$ cat src/rtl/mult_seq_arbiter.sv
// mult_seq_arbiter: sequencer and round-robin arbiter for a shared shift-add multiplier.
// Ports: clk/rst (sync, active-high), tick step enable, two valid/ready request ports
// (reqN_*), a valid/ready result port (res_*), and status outputs busy/step_count.
// Latency: WIDTH+1 cycles from request handshake to res_valid at full tick rate.
// Backpressure: requests are refused while an op is running or its result is held;
// the product is held until res_ready.
module mult_seq_arbiter #(
    parameter int WIDTH = 8
) (
    input  logic                         clk,
    input  logic                         rst,
    input  logic                         tick,
    input  logic                         req0_valid,
    input  logic [WIDTH-1:0]             req0_a,
    input  logic [WIDTH-1:0]             req0_b,
    output logic                         req0_ready,
    input  logic                         req1_valid,
    input  logic [WIDTH-1:0]             req1_a,
    input  logic [WIDTH-1:0]             req1_b,
    output logic                         req1_ready,
    output logic                         res_valid,
    input  logic                         res_ready,
    output logic [2*WIDTH-1:0]           res_product,
    output logic                         res_id,
    output logic                         busy,
    output logic [$clog2(WIDTH+1)-1:0]   step_count
);

    localparam int CW = $clog2(WIDTH + 1);
    localparam logic [CW-1:0] LAST_STEP = CW'(WIDTH - 1);

    typedef enum logic [1:0] {
        S_IDLE,
        S_RUN,
        S_DONE
    } state_t;

    state_t               state;
    logic [2*WIDTH-1:0]   mcand;
    logic [2*WIDTH-1:0]   acc;
    logic [WIDTH-1:0]     mplier;
    logic [CW-1:0]        count;
    logic                 last_grant;
    logic                 grant;
    logic                 accept;
    logic [WIDTH-1:0]     sel_a;
    logic [WIDTH-1:0]     sel_b;

    // Index of the requester that wins if a handshake happens this cycle.
    // Under contention the one not served last wins.
    always_comb begin
        grant = 1'b0;
        if (req0_valid && req1_valid) begin
            grant = ~last_grant;
        end else if (req1_valid) begin
            grant = 1'b1;
        end
    end

    // Ready is gated by rst so a reset cycle can never complete a handshake.
    assign req0_ready = !rst && (state == S_IDLE) && req0_valid && !grant;
    assign req1_ready = !rst && (state == S_IDLE) && req1_valid &&  grant;
    assign accept     = req0_ready || req1_ready;

    assign sel_a = grant ? req1_a : req0_a;
    assign sel_b = grant ? req1_b : req0_b;

    assign res_product = acc;
    assign step_count  = count;

    always_ff @(posedge clk) begin
        if (rst) begin
            state      <= S_IDLE;
            busy       <= 1'b0;
            res_valid  <= 1'b0;
            res_id     <= 1'b0;
            acc        <= '0;
            mcand      <= '0;
            mplier     <= '0;
            count      <= '0;
            last_grant <= 1'b1;
        end else begin
            case (state)
                S_IDLE: begin
                    if (accept) begin
                        mcand      <= {{WIDTH{1'b0}}, sel_a};
                        mplier     <= sel_b;
                        acc        <= '0;
                        count      <= '0;
                        res_id     <= grant;
                        last_grant <= grant;
                        busy       <= 1'b1;
                        state      <= S_RUN;
                    end
                end
                S_RUN: begin
                    // Fixed WIDTH iterations, even for a zero multiplier.
                    if (tick) begin
                        if (mplier[0]) begin
                            acc <= acc + mcand;
                        end
                        mcand  <= mcand << 1;
                        mplier <= mplier >> 1;
                        count  <= count + 1'b1;
                        if (count == LAST_STEP) begin
                            res_valid <= 1'b1;
                            state     <= S_DONE;
                        end
                    end
                end
                S_DONE: begin
                    if (res_ready) begin
                        res_valid <= 1'b0;
                        busy      <= 1'b0;
                        state     <= S_IDLE;
                    end
                end
                default: begin
                    state <= S_IDLE;
                end
            endcase
        end
    end

endmodule

$ cat config.mk
export PLATFORM = sky130hd
export DESIGN_NAME = mult_seq_arbiter
export DESIGN_NICKNAME = d
export VERILOG_FILES = /design/src/rtl/mult_seq_arbiter.sv
export SDC_FILE = /design/constraint.sdc
export NUM_CORES = 1
export LEC_CHECK = 0
export ABC_AREA = 1
export BUFFER_PORTS_ARGS = -buffer_cell sky130_fd_sc_hd__buf_4
export CAP_MARGIN = 5
export CORE_UTILIZATION = 56
export CTS_BUF_LIST = sky130_fd_sc_hd__clkbuf_8
export DETAILED_ROUTE_END_ITERATION = 16
export HOLD_SLACK_MARGIN = 0.12
export PLACE_DENSITY = 0.81
export SKIP_CTS_REPAIR_TIMING = 1
export SLEW_MARGIN = 20
export SYNTH_ARGS = -nofsm -noshare
export SYNTH_HDL_FRONTEND = slang
export SYNTH_SLANG_ARGS = --single-unit
$ cat constraint.sdc
create_clock -name clk -period 2.3 [get_ports clk]
set_clock_uncertainty 0.15 [all_clocks]
set_input_delay 0.46 -clock clk [delete_from_list [all_inputs] [get_ports clk]]
set_output_delay 0.46 -clock clk [all_outputs]
set_load 0.05 [all_outputs]
; ---- After elaboration in Yosys (flattened, before gate mapping)
; Cells that the tools add are included.
[word_totals]
regBits = 50
latch_bits = 0
ram_bits = 0
rom_bits = 0
in_bits = 38
out_inout_bits = 25
memories = 0
[op_classes]
addsub = 2
multipliers = 0
n_div = 0
order_cmp = 0
n_eq_ne = 8
shifts = 0
n_mux = 28
bitwise_logic = 1
reduce_logical = 19
[op_table]
columns = op, count
row1 = two-way mux 16 bit, 5
row2 = case mux 16 bit (2 select lines), 2
row3 = two-way mux 8 bit, 4
row4 = adder 16 bit, 1
row5 = case mux 8 bit (2 select lines), 1
row6 = AND reduction 4 bit, 3
row7 = inequality test 2 bit (second input constant), 5
row8 = two-way mux 2 bit, 4
row9 = two-way mux 4 bit, 2
row10 = case mux 4 bit (2 select lines), 1
row11 = logical AND 1 bit, 6
row12 = two-way mux 1 bit, 6
row13 = case mux 2 bit (3 select lines), 1
row14 = AND reduction 3 bit, 2
row15 = nonzero test 2 bit, 3
row16 = adder 4 x 1 -> 4 bit (second input constant), 1
row17 = == test 4 x 3 -> 1 bit (second input constant), 1
row18 = case mux 1 bit (2 select lines), 2
row19 = == test 2 x 1 -> 1 bit (second input constant), 1
row20 = == test 2 bit (second input constant), 1
row21 = logical NOT 1 bit, 2
row22 = logical NOT 2 bit, 1
row23 = AND reduction 2 bit, 1
row24 = logical OR 1 bit, 1
row25 = NOT 1 bit, 1

; ---- Depth between registers and ports, before layout
; Gate-level depths: netlist (run 1).
[logic_depth]
word_depth = 7
mapped_depth = 11
mapped_depth_nobuf = 11

; ---- Worst setup path before layout (run 1)
; No wires, ideal clock.
[synth_path]
path_type = input to output
from = input port req0_valid
to = output port req0_ready
t_arrival_ns = 1.729
t_required_ns = 1.690
slack_ns = -0.039
path_stages = 5
cell_sequence = nand2_1 nand2_2 clkinv_1 clkbuf_1 nor2_1
[synth_via]
elab_chain_len = 4
word_cells_on_any_way = 5
cone_classes = mux: 1 / reduce/logical: 4
[synth_lines]
columns = item, line_no
row1 = start: declaration, 13  ; input logic req0_valid,
row2 = logical AND 1 bit, 53  ; if (req0_valid && req1_valid) begin
row3 = two-way mux 1 bit, 53
row4 = logical NOT 1 bit, 61  ; assign req0_ready = !rst && (state == S_IDLE) && req0_valid && !grant;
row5 = logical AND 1 bit *, 61
row6 = end: declaration, 16  ; output logic req0_ready,
; Every way passes the cells marked *; elsewhere a longest branch is shown, timed or not.

; ---- Worst setup path in the final report (run 1)
[layout_path]
from = register last_grant
to = output port req0_ready
[layout_via]
elab_chain_len = 4
[layout_lines]
columns = item, line_no
row1 = start: declaration, 43  ; logic last_grant;
row2 = start signal: assignment, 91  ; last_grant <= grant;
row3 = NOT 1 bit, 54  ; grant = ~last_grant;
row4 = two-way mux 1 bit, 53
row5 = logical NOT 1 bit, 61
row6 = logical AND 1 bit, 61
; No other way between the ends.

==> summary.txt, run 1 <==
GRT
  • First-pass GRT wire length: 12400 um
  • GR Overflow Total: 0
  • Tot GR Track Use: 0.256
  • Number of global-route vias before repair: 2849
  • Largest net degree at the start of global routing: 31
  • Initial antenna violation count: 0

Worst setup path
  • Critical path type: reg2out
  • Worst Setup End Kind: output pin
  • Reg2reg end: res_product[12]
  • Worst setup path endpoint: req0_ready
  • Worst reg-to-reg path cell count: 11
  • WP data required: 1.69 ns
  • Critical Path Start: last_grant
  • CP Max Fanout: 17
  • R2R setup slack: 0.28 ns
  • Critical Path AT: 1.42 ns
  • Worst r2r src: mcand[0]
  • CP Launch Type: flop

Placement
  • RePlAce Congestion: 0.837
  • Placed insts: 600
  • Post-DP HPWL: 5440 um
  • I/O Buffers: 62

Logic synthesis
  • Area of the mapped netlist: 3170 um^2
  • Compound-gate portion of the synthesized area: 0.155
  • Largest cells by area after synthesis: dfxtp_1 (32%), nand2_1 (18%), nand3_1 (6.6%)
  • Post-synthesis sequential area ratio: 0.316
  • Simple-Gate Fraction of Synth Area: 0.351
  • Synthesized Nets: 532
  • Largest family of logic cells by synthesized area: simple AND/OR/NAND/NOR gates
  • Number of synthesized flops with an enable pin: 0
  • Netlist cell types: 34
  • Syn avg cell area: 6.64 um^2
  • Post-synthesis xor/xnor area fraction: 0.0111
  • Post-synth top area share: 0.316
  • Adder-Cell Fraction of Synth Area: 0.0696
  • Yosys Warn Count: 0
  • Async set or reset register ratio after synthesis: 0
  • Yosys top cell by area: dfxtp_1
  • Main flop type after synthesis: dfxtp_1
  • Mux cell area share after synthesis: 0
  • Syn Inst Count: 477
  • FF+latch count, synth: 50

STA
  • Period minus WS final: 2.03 ns
  • Slew HR: 0.455
  • Final period util: 0.883
  • Fin. max-slew vios: 0
  • Final hold vios: 0
  • Slew of the pin with the lowest slew margin: 0.815 ns
  • Final setup viols: 0
  • Unrepaired setup endpoints after global routing: no
  • F_max: 0.492 GHz
  • Setup_tns: 0 ns

Clock tree
  • Skew-Pair Late Insertion Delay: 0.30 ns
  • H-tree Lvls: 2
  • Clock Sinks: 50
  • Root Driver: clkbuf_8
  • CTS clk-pin slew, worst paths: 0.09 ns
  • CTS tree: done
  • Cts bufs inserted: 5
  • Max Buffers Root-to-Sink: 2

Power
  • Leakage power: 0.00185 uW
  • Peak supply drop: 0.308 mV
  • PwrDens: 513 nW/um^2
  • Pwr Total: 1930 uW

Cells and area
  • Nets: 590
  • Layout Cells excl Fill: 606
  • Area Overhead vs Synth: 18.6%
  • Antenna cell count: 0
  • Share of layout cells above drive strength 1: 0.210

Hold path
  • Worst min-delay path class: in2reg

Die
  • Row count: 27
  • Die height: 77.2 um
  • I/O pin cnt: 63
  • Core footprint: 5470 um^2
  • Die Wd: 77.2 um
  • Initial Utilization: 0.578
  • Full die area: 5960 um^2

Flow run
  • Max Cap Viol: 0

Routing
  • Wire per inst: 11.9 um
  • DRT iter0 DRCs: 176
  • Vias per std cell: 5.16
  • Final wirelength: 7220 um
  • Routed Antenna Nets: 0
  • Initial DRT Pass Iterations: 4
  • Vias: 3124
  • Drc violations: 0

Outcome
  • Status: complete, no violations
## through the flow
step,setup WS [ns],hold WS [ns],cell area [um^2],utilization
floorplan,0.149,0.279,3170,-
global placement,0.349,0.305,3670,0.671
detailed placement,0.292,0.312,3670,0.671
CTS,0.253,0.317,3750,0.686
global route,0.141,0.342,3750,0.686
finish,0.268,0.321,3750,0.686
## state kept, by name, summed over array words and instances, names as in the netlist
register     count
mcand           16
res_product     16
mplier           8
step_count       4
state            2
busy             1
last_grant       1
res_id           1
res_valid        1
## cell type report
cell class | count | area, um^2
flip-flops and latches | 50 | 1000
well taps | 72 | 90.1
repair buffers | 69 | 518
clock buffers | 6 | 82.6
fillers | 495 | 1720
inverters | 54 | 203
multi-input cells | 355 | 1860
## cells by family (layout without fill, tap and decap cells)
logic type,Yosys count,after routing
xor gates and xnor gates,4,4
DFF,50,50
adders and majority gates,17,17
AOI/OAI and AO/OA,87,87
buffers and inverters,72,129
and+or+nand+nor,247,247
## synthesized netlist by cell type (2+ instances only)
library cell and count:
nand2_1 154, inv_1 51, dfxtp_1 50, nand3_1 42
a21oi_1 41, o21ai_0 18, ha_1 16, nor2_1 15
o21ai_1 14, a21oi_2 10, clkbuf_1 9, nand3_2 9
or2_2 6, nor3_1 5, buf_6 4, nand4_1 4
nand2_2 3, nand3b_1 3, nor2_2 3, buf_1 2
buf_2 2, inv_2 2, xnor2_1 2, xor2_1 2
## worst max-delay path, stage by stage (launching register included)
cell and delay (ns):
dfxtp_1 0.35, nand2_1 0.07, nand2_2 0.07, buf_4 0.20
clkinv_1 0.12, nor2_2 0.12, buf_4 0.20
## where the power goes
part	internal, uW	leakage [uW]	switching (uW)	total [uW]
Combinational	171	0.00140	284	455
Sequential	917	0.000408	42.1	959
Clock	233	0.0000431	280	513
## layer usage
layer / vias to the layer above / global-route usage / wire length [um]
li1: 1663 / - / -
met1: 1374 / 0.309 / 3230
met2: 79 / 0.451 / 3520
met3: 8 / 0.0524 / 381
met4: 0 / 0.0774 / 87
met5: - / 0 / 0
## cell usage in the layout, fill, tap and decap left out, drive strengths merged, types with 4 or more instances in the layout
cell type	netlist	routed
nand2	158	158
o21ai	32	32
or2	6	6
nand3	51	51
a21oi	51	51
buf	9	69
clkbuf	9	6
nand4	4	4
nor3	5	5
inv	53	53
ha	16	16
dfxtp	50	50
nor2	19	19
## worst min-delay path by stage
| stage | startpoint | endpoint | slack (ns) | cells after the start |
|---|---|---|---|---|
| after floorplan | last_grant | last_grant | 0.28 | 2 |
| after global placement | last_grant | last_grant | 0.30 | 2 |
| after detailed placement | last_grant | last_grant | 0.31 | 2 |
| after CTS | res_ready | state[1] | 0.32 | 3 |
| after global routing | res_ready | res_valid | 0.34 | 3 |
| final | req1_a[0] | mcand[0] | 0.32 | 5 |
Note: power is estimated with default switching activity, not from simulation.
==> run 2: changes to the inputs <==
==> constraint.sdc (replaced) <==
create_clock -name clk -period 2.3 [get_ports clk]
set_clock_uncertainty 0.15 [all_clocks]
set_input_delay 0.345 -clock clk [delete_from_list [all_inputs] [get_ports clk]]
set_output_delay 0.345 -clock clk [all_outputs]
set_load 0.05 [all_outputs]
==> run 2 against run 1 <==
Maximum frequency fell by 1.8%. Clock power rose by 12%. Sequential share of layout area fell by 0.14 points. Via count rose by 2.1%. Core utilization rose by 0.37 points. Die area did not move. Largest cell class unchanged. Highest routed layer unchanged.
==> summary.txt, run 2 (synthesis results as in run 1) <==
Outcome
  • Status: complete, no violations (unchanged)

Cells and area
  • Area of the multi-input gates: 1860 um^2 (about the same)
  • Layout Cells excl Fill: 608 (was 606)
  • Share of layout cells above drive strength 1: 0.211 (was 0.210)
  • Area Overhead vs Synth: 19.2% (was 18.6%)
  • Antenna cell count: 0 (unchanged)
  • Nets: 590 (unchanged)
  • Most frequent cells in the layout: nand2_1 (154), buf_4 (69), inv_1 (51), dfxtp_1 (50), nand3_1 (42) (unchanged)
  • Reg area: 1000 um^2 (unchanged)
  • Fillers: 483 (was 495)
  • Commonest non-fill, non-tap cell in the layout: nand2_1 (unchanged)

Die
  • Initial Utilization: 0.578 (unchanged)
  • Core footprint: 5470 um^2 (unchanged)
  • Full die area: 5960 um^2 (unchanged)
  • Die Wd: 77.2 um (unchanged)
  • Die height: 77.2 um (unchanged)
  • Row count: 27 (unchanged)
  • I/O pin cnt: 63 (unchanged)

Routing
  • Final wirelength: 7310 um (was 7220 um)
  • Vias: 3190 (was 3124)
  • Wire per inst: 12.0 um (was 11.9 um)
  • DRT iter0 DRCs: 161 (was 176)
  • Routed Antenna Nets: 0 (unchanged)
  • Drc violations: 0 (unchanged)
  • Vias per std cell: 5.25 (was 5.16)
  • Initial DRT Pass Iterations: 4 (unchanged)

Clock tree
  • Max Buffers Root-to-Sink: 2 (unchanged)
  • CTS tree: done (unchanged)
  • Clock Sinks: 50 (unchanged)
  • H-tree Lvls: 2 (unchanged)
  • Root Driver: clkbuf_8 (unchanged)
  • CTS clk-pin slew, worst paths: 0.09 ns (about the same)
  • Cts bufs inserted: 5 (unchanged)
  • Skew-Pair Late Insertion Delay: 0.30 ns (about the same)

STA
  • Slew of the pin with the lowest slew margin: 0.797 ns (was 0.815 ns)
  • Period minus WS final: 2.07 ns (was 2.03 ns)
  • Final hold vios: 0 (unchanged)
  • Unrepaired setup endpoints after global routing: no (unchanged)
  • Fin. max-slew vios: 0 (unchanged)
  • Final setup viols: 0 (unchanged)
  • Slew HR: 0.467 (was 0.455)
  • Final period util: 0.900 (was 0.883)
  • Setup_tns: 0 ns (unchanged)
  • F_max: 0.483 GHz (was 0.492 GHz)

Power
  • Clock network fraction of design power: 0.289 (was 0.266)
  • Leakage power: 0.00186 uW (was 0.00185 uW)
  • PwrDens: 529 nW/um^2 (was 513 nW/um^2)
  • Peak supply drop: 0.351 mV (was 0.308 mV)
  • Seq pwr share: 0.482 (was 0.498)
  • Switch Pwr: 632 uW (was 607 uW)
  • Switch share: 0.316 (was 0.315)
  • Combinational share of power: 0.230 (was 0.236)
  • Pint: 1360 uW (was 1320 uW)

Worst setup path
  • Buffers & Inverters on Critical Path: 4 (was 3)
  • Top cell by count, worst path: buf_4 (unchanged)
  • Cell family with most CP delay: buffers and inverters (unchanged)
  • CP Max Fanout: 18 (was 17)
  • Critical path type: reg2out (unchanged)
  • Critical Path AT: 1.57 ns (was 1.42 ns)
  • CP max stage cell: dfxtp_1 (unchanged)
  • CP cell instances: nand2_1, nand2_2, buf_4, clkinv_1, buf_4, nor2_1, buf_4 (was nand2_1, nand2_2, buf_4, clkinv_1, nor2_2, buf_4)
  • Worst Setup End Kind: output pin (unchanged)
  • WP data required: 1.80 ns (was 1.69 ns)
  • Largest stage delay on the critical path: 0.35 ns (about the same)
  • CP Launch Type: flop (unchanged)

GRT
  • GR Overflow Total: 0 (unchanged)
  • Initial antenna violation count: 0 (unchanged)
  • Number of global-route vias before repair: 3014 (was 2849)
  • Largest net degree at the start of global routing: 31 (unchanged)
  • Tot GR Track Use: 0.261 (was 0.256)
  • First-pass GRT wire length: 12600 um (was 12400 um)

Hold path
  • Worst min-delay path class: in2reg (unchanged)

Placement
  • Post-DP HPWL: 5550 um (was 5440 um)
  • RePlAce Congestion: 0.837 (unchanged)
  • I/O Buffers: 62 (unchanged)
  • Placed insts: 600 (unchanged)

Flow run
  • Max Cap Viol: 0 (unchanged)
[run 2: cell types whose count changed in the layout (fill, tap and decap cells not counted)]
| cell | change |
|---|---|
| clkbuf_8 | +1 |
| clkinv_4 | +1 |
| nor2_1 | +1 |
| nor2_2 | -1 |
[run 2: worst register-to-register path, stage by stage, from the launching register on]
cell,delay [ns]
dfxtp_1,0.38
ha_1,0.20
inv_1,0.06
fa_1,0.40
inv_1,0.09
nand3_1,0.07
nand3_1,0.15
nand3_1,0.13
nand3_1,0.09
nand2_1,0.05
nand3_1,0.06
a21oi_1,0.07
[run 2: area by class of cell]
| class | count | share of cell area |
|---|---|---|
| Multi-Input combinational cell | 355 | 0.492 |
| Sequential cell | 50 | 0.265 |
| Inverter | 54 | 0.0537 |
| Timing Repair Buffer | 69 | 0.137 |
| Clock inverter | 1 | 0.00232 |
| Tap cell | 72 | 0.0239 |
| Clock buffer | 7 | 0.0255 |
[run 2: layer usage]
metal | GRT usage | up-vias | wire (um)
met5 | 0 | - | 0
met4 | 0.109 | 0 | 121
met3 | 0.0464 | 13 | 337
met2 | 0.473 | 91 | 3620
met1 | 0.299 | 1421 | 3220
li1 | - | 1665 | -
[run 2: path summary, 6_finish.rpt]
check	startpoint	depth (start not counted)	slack [ns]	endpoint
max	last_grant	7	0.23	req0_ready
min	res_ready	3	0.20	state[1]
max reg2reg	res_product[0]	11	0.29	res_product[12]
min reg2reg	mplier[7]	2	0.33	mplier[7]
[run 2: per-stage QoR]
| step | instance area [um^2] | power (uW) | util | worst slack [ns] | hold WS, ns |
|---|---|---|---|---|---|
| 2_1_floorplan | 3170 | 1320 | - | 0.149 | 0.279 |
| 3_3_place_gp | 3670 | 1420 | 0.671 | 0.359 | 0.307 |
| 3_5_place_dp | 3670 | 1440 | 0.671 | 0.307 | 0.309 |
| 4_1_cts | 3770 | 2000 | 0.690 | 0.217 | 0.192 |
| 5_1_grt | 3770 | 2090 | 0.690 | 0.0917 | 0.200 |
| 6_report | 3770 | 2000 | 0.690 | 0.231 | 0.197 |
[run 2: power by group through the flow]
| stage | clock network [uW] | registers, uW | logic, uW |
|---|---|---|---|
| after floorplan | 0 | 993 | 322 |
| after global placement | 0 | 979 | 446 |
| after detailed placement | 0 | 980 | 456 |
| after CTS | 585 | 961 | 458 |
| after global routing | 614 | 968 | 508 |
| final | 576 | 962 | 458 |
==> run 3: changes to the inputs <==
Settings changed: CELL_PAD_IN_SITES_DETAIL_PLACEMENT set to 0, CELL_PAD_IN_SITES_GLOBAL_PLACEMENT set to 1, CORE_UTILIZATION 56 to 40, PLACE_DENSITY 0.81 to 0.82.
==> run 3 against run 2 <==
Sequential cell count stayed put. Global-route usage is 6.5 points lower. First-iteration DRC count is 57% lower. Register-to-register slack hardly changed. Core utilization is 19 points lower.
==> summary.txt, run 3 (synthesis results as in run 1) <==
Worst setup path
  • Worst Setup End Kind: output pin (unchanged)
  • Reg2reg end: res_product[12] (unchanged)
  • WP data required: 1.80 ns (about the same)
  • CP cell instances: nand2_1, nand2_2, buf_4, clkinv_1, buf_4, nor2_1, buf_4 (unchanged)
  • Worst r2r src: mcand[0] (was res_product[0])
  • Worst reg-to-reg path cell count: 11 (unchanged)
  • CP Max Fanout: 17 (was 18)
  • Top cell by count, worst path: buf_4 (unchanged)
  • Largest stage delay on the critical path: 0.35 ns (about the same)
  • CP Launch Type: flop (unchanged)
  • Critical Path AT: 1.64 ns (was 1.57 ns)
  • R2R setup slack: 0.28 ns (was 0.29 ns)
  • CP max stage cell: dfxtp_1 (unchanged)
  • Critical path type: reg2out (unchanged)

Placement
  • Placement Setup Slack: 0.319 ns (was 0.307 ns)
  • Post-DP HPWL: 5830 um (was 5550 um)
  • RePlAce Congestion: 0.807 (was 0.837)
  • I/O Buffers: 62 (unchanged)

Clock tree
  • H-tree Lvls: 2 (unchanged)
  • Clock Sinks: 50 (unchanged)
  • CTS tree: done (unchanged)
  • Max Buffers Root-to-Sink: 2 (unchanged)
  • Root Driver: clkbuf_8 (unchanged)
  • CTS clk-pin slew, worst paths: 0.10 ns (was 0.09 ns)
  • Skew-Pair Late Insertion Delay: 0.31 ns (was 0.30 ns)
  • Cts bufs inserted: 5 (unchanged)

STA
  • Final hold vios: 0 (unchanged)
  • Final Hold Slack: 0.180 ns (was 0.197 ns)
  • F_max: 0.469 GHz (was 0.483 GHz)
  • Final period util: 0.927 (was 0.900)
  • Unrepaired setup endpoints after global routing: no (unchanged)
  • Setup_tns: 0 ns (unchanged)
  • Period minus WS final: 2.13 ns (was 2.07 ns)
  • Fin. max-slew vios: 0 (unchanged)
  • Final WS setup: 0.168 ns (was 0.231 ns)
  • Slew HR: 0.434 (was 0.467)
  • Slew of the pin with the lowest slew margin: 0.847 ns (was 0.797 ns)
  • Final setup viols: 0 (unchanged)

Die
  • Die height: 91.0 um (was 77.2 um)
  • Die Wd: 91.0 um (was 77.2 um)
  • Full die area: 8270 um^2 (was 5960 um^2)
  • Initial Utilization: 0.412 (was 0.578)
  • I/O pin cnt: 63 (unchanged)
  • Row count: 32 (was 27)
  • Core footprint: 7690 um^2 (was 5470 um^2)

Power
  • Peak supply drop: 0.244 mV (was 0.351 mV)
  • Pwr Total: 2050 uW (was 2000 uW)
  • PwrDens: 537 nW/um^2 (was 529 nW/um^2)
  • Leakage power: 0.00187 uW (was 0.00186 uW)

Routing
  • Vias per std cell: 4.87 (was 5.25)
  • Vias: 3110 (was 3190)
  • Drc violations: 0 (unchanged)
  • DRT iter0 DRCs: 69 (was 161)
  • Initial DRT Pass Iterations: 4 (unchanged)
  • Wire per inst: 12.0 um (about the same)
  • Routed Antenna Nets: 0 (unchanged)
  • Final wirelength: 7640 um (was 7310 um)

Cells and area
  • Fin util: 0.498 (was 0.690)
  • Antenna cell count: 0 (unchanged)
  • Share of layout cells above drive strength 1: 0.210 (was 0.211)
  • Nets: 591 (was 590)
  • Commonest non-fill, non-tap cell in the layout: nand2_1 (unchanged)
  • Most frequent cells in the layout: nand2_1 (154), buf_4 (70), inv_1 (52), dfxtp_1 (50), nand3_1 (42) (was nand2_1 (154), buf_4 (69), inv_1 (51), dfxtp_1 (50), nand3_1 (42))
  • Area Overhead vs Synth: 20.8% (was 19.2%)

GRT
  • Tot GR Track Use: 0.197 (was 0.261)
  • GR Overflow Total: 0 (unchanged)
  • Number of global-route vias before repair: 2955 (was 3014)
  • First-pass GRT wire length: 13200 um (was 12600 um)
  • Largest net degree at the start of global routing: 29 (was 31)
  • Initial antenna violation count: 0 (unchanged)

Hold path
  • Hold Path Depth: 3 (unchanged)
  • Min-delay src: res_ready (unchanged)
  • Worst min-delay path class: in2reg (unchanged)
  • Hold EP: state[1] (unchanged)

Flow run
  • Max Cap Viol: 0 (unchanged)

Outcome
  • Status: complete, no violations (unchanged)
[run 3: changes by cell type in the layout (fill, tap and decap cells not counted)]
cell,before,now
buf_4,69,70
bufinv_16,0,1
clkbuf_8,7,5
clkinv_4,1,0
clkinvlp_4,0,1
inv_1,51,52
[run 3: how the worst max path moves through the flow]
stage,startpoint,end,slack [ns],cells after the start
4_1_cts,last_grant,req0_ready,0.14,7
6_report,last_grant,req0_ready,0.17,7
2_1_floorplan,res_product[0],res_product[12],0.15,11
5_1_grt,last_grant,req0_ready,0.01,7
3_5_place_dp,mcand[0],res_product[12],0.32,11
3_3_place_gp,mcand[0],res_product[12],0.31,11
[run 3: layout make-up]
| class | count | area (um^2) |
|---|---|---|
| clock buffer | 5 | 68.8 |
| clock inverter | 3 | 41.3 |
| fill | 815 | 3860 |
| inverter | 54 | 203 |
| multi-input combinational | 355 | 1860 |
| sequential | 50 | 1000 |
| tap | 102 | 128 |
| timing repair buffer | 70 | 526 |
[run 3: critical path, delay by kind of cell (launching register included)]
kind | cells | cell delay, ns
buffers and inverters | 4 | 0.72
DFF | 1 | 0.35
and+or+nand+nor | 3 | 0.25
[run 3: per-layer routing]
metal	vias up	GRT usage	wire [um]
met5	-	0	0
met2	47	0.339	3650
met4	0	0.0503	55
met1	1393	0.252	3650
met3	6	0.0377	286
li1	1664	-	-
[run 3: report_power, final]
part	switching (uW)	internal [uW]
Combinational	287	173
Clock	313	321
Sequential	43.6	917
[run 3: per-stage QoR]
stage	std cells	instance area (um^2)
after floorplan	477	3170
after global placement	631	3710
after detailed placement	631	3710
after CTS	639	3820
after global routing	639	3820
final	639	3820
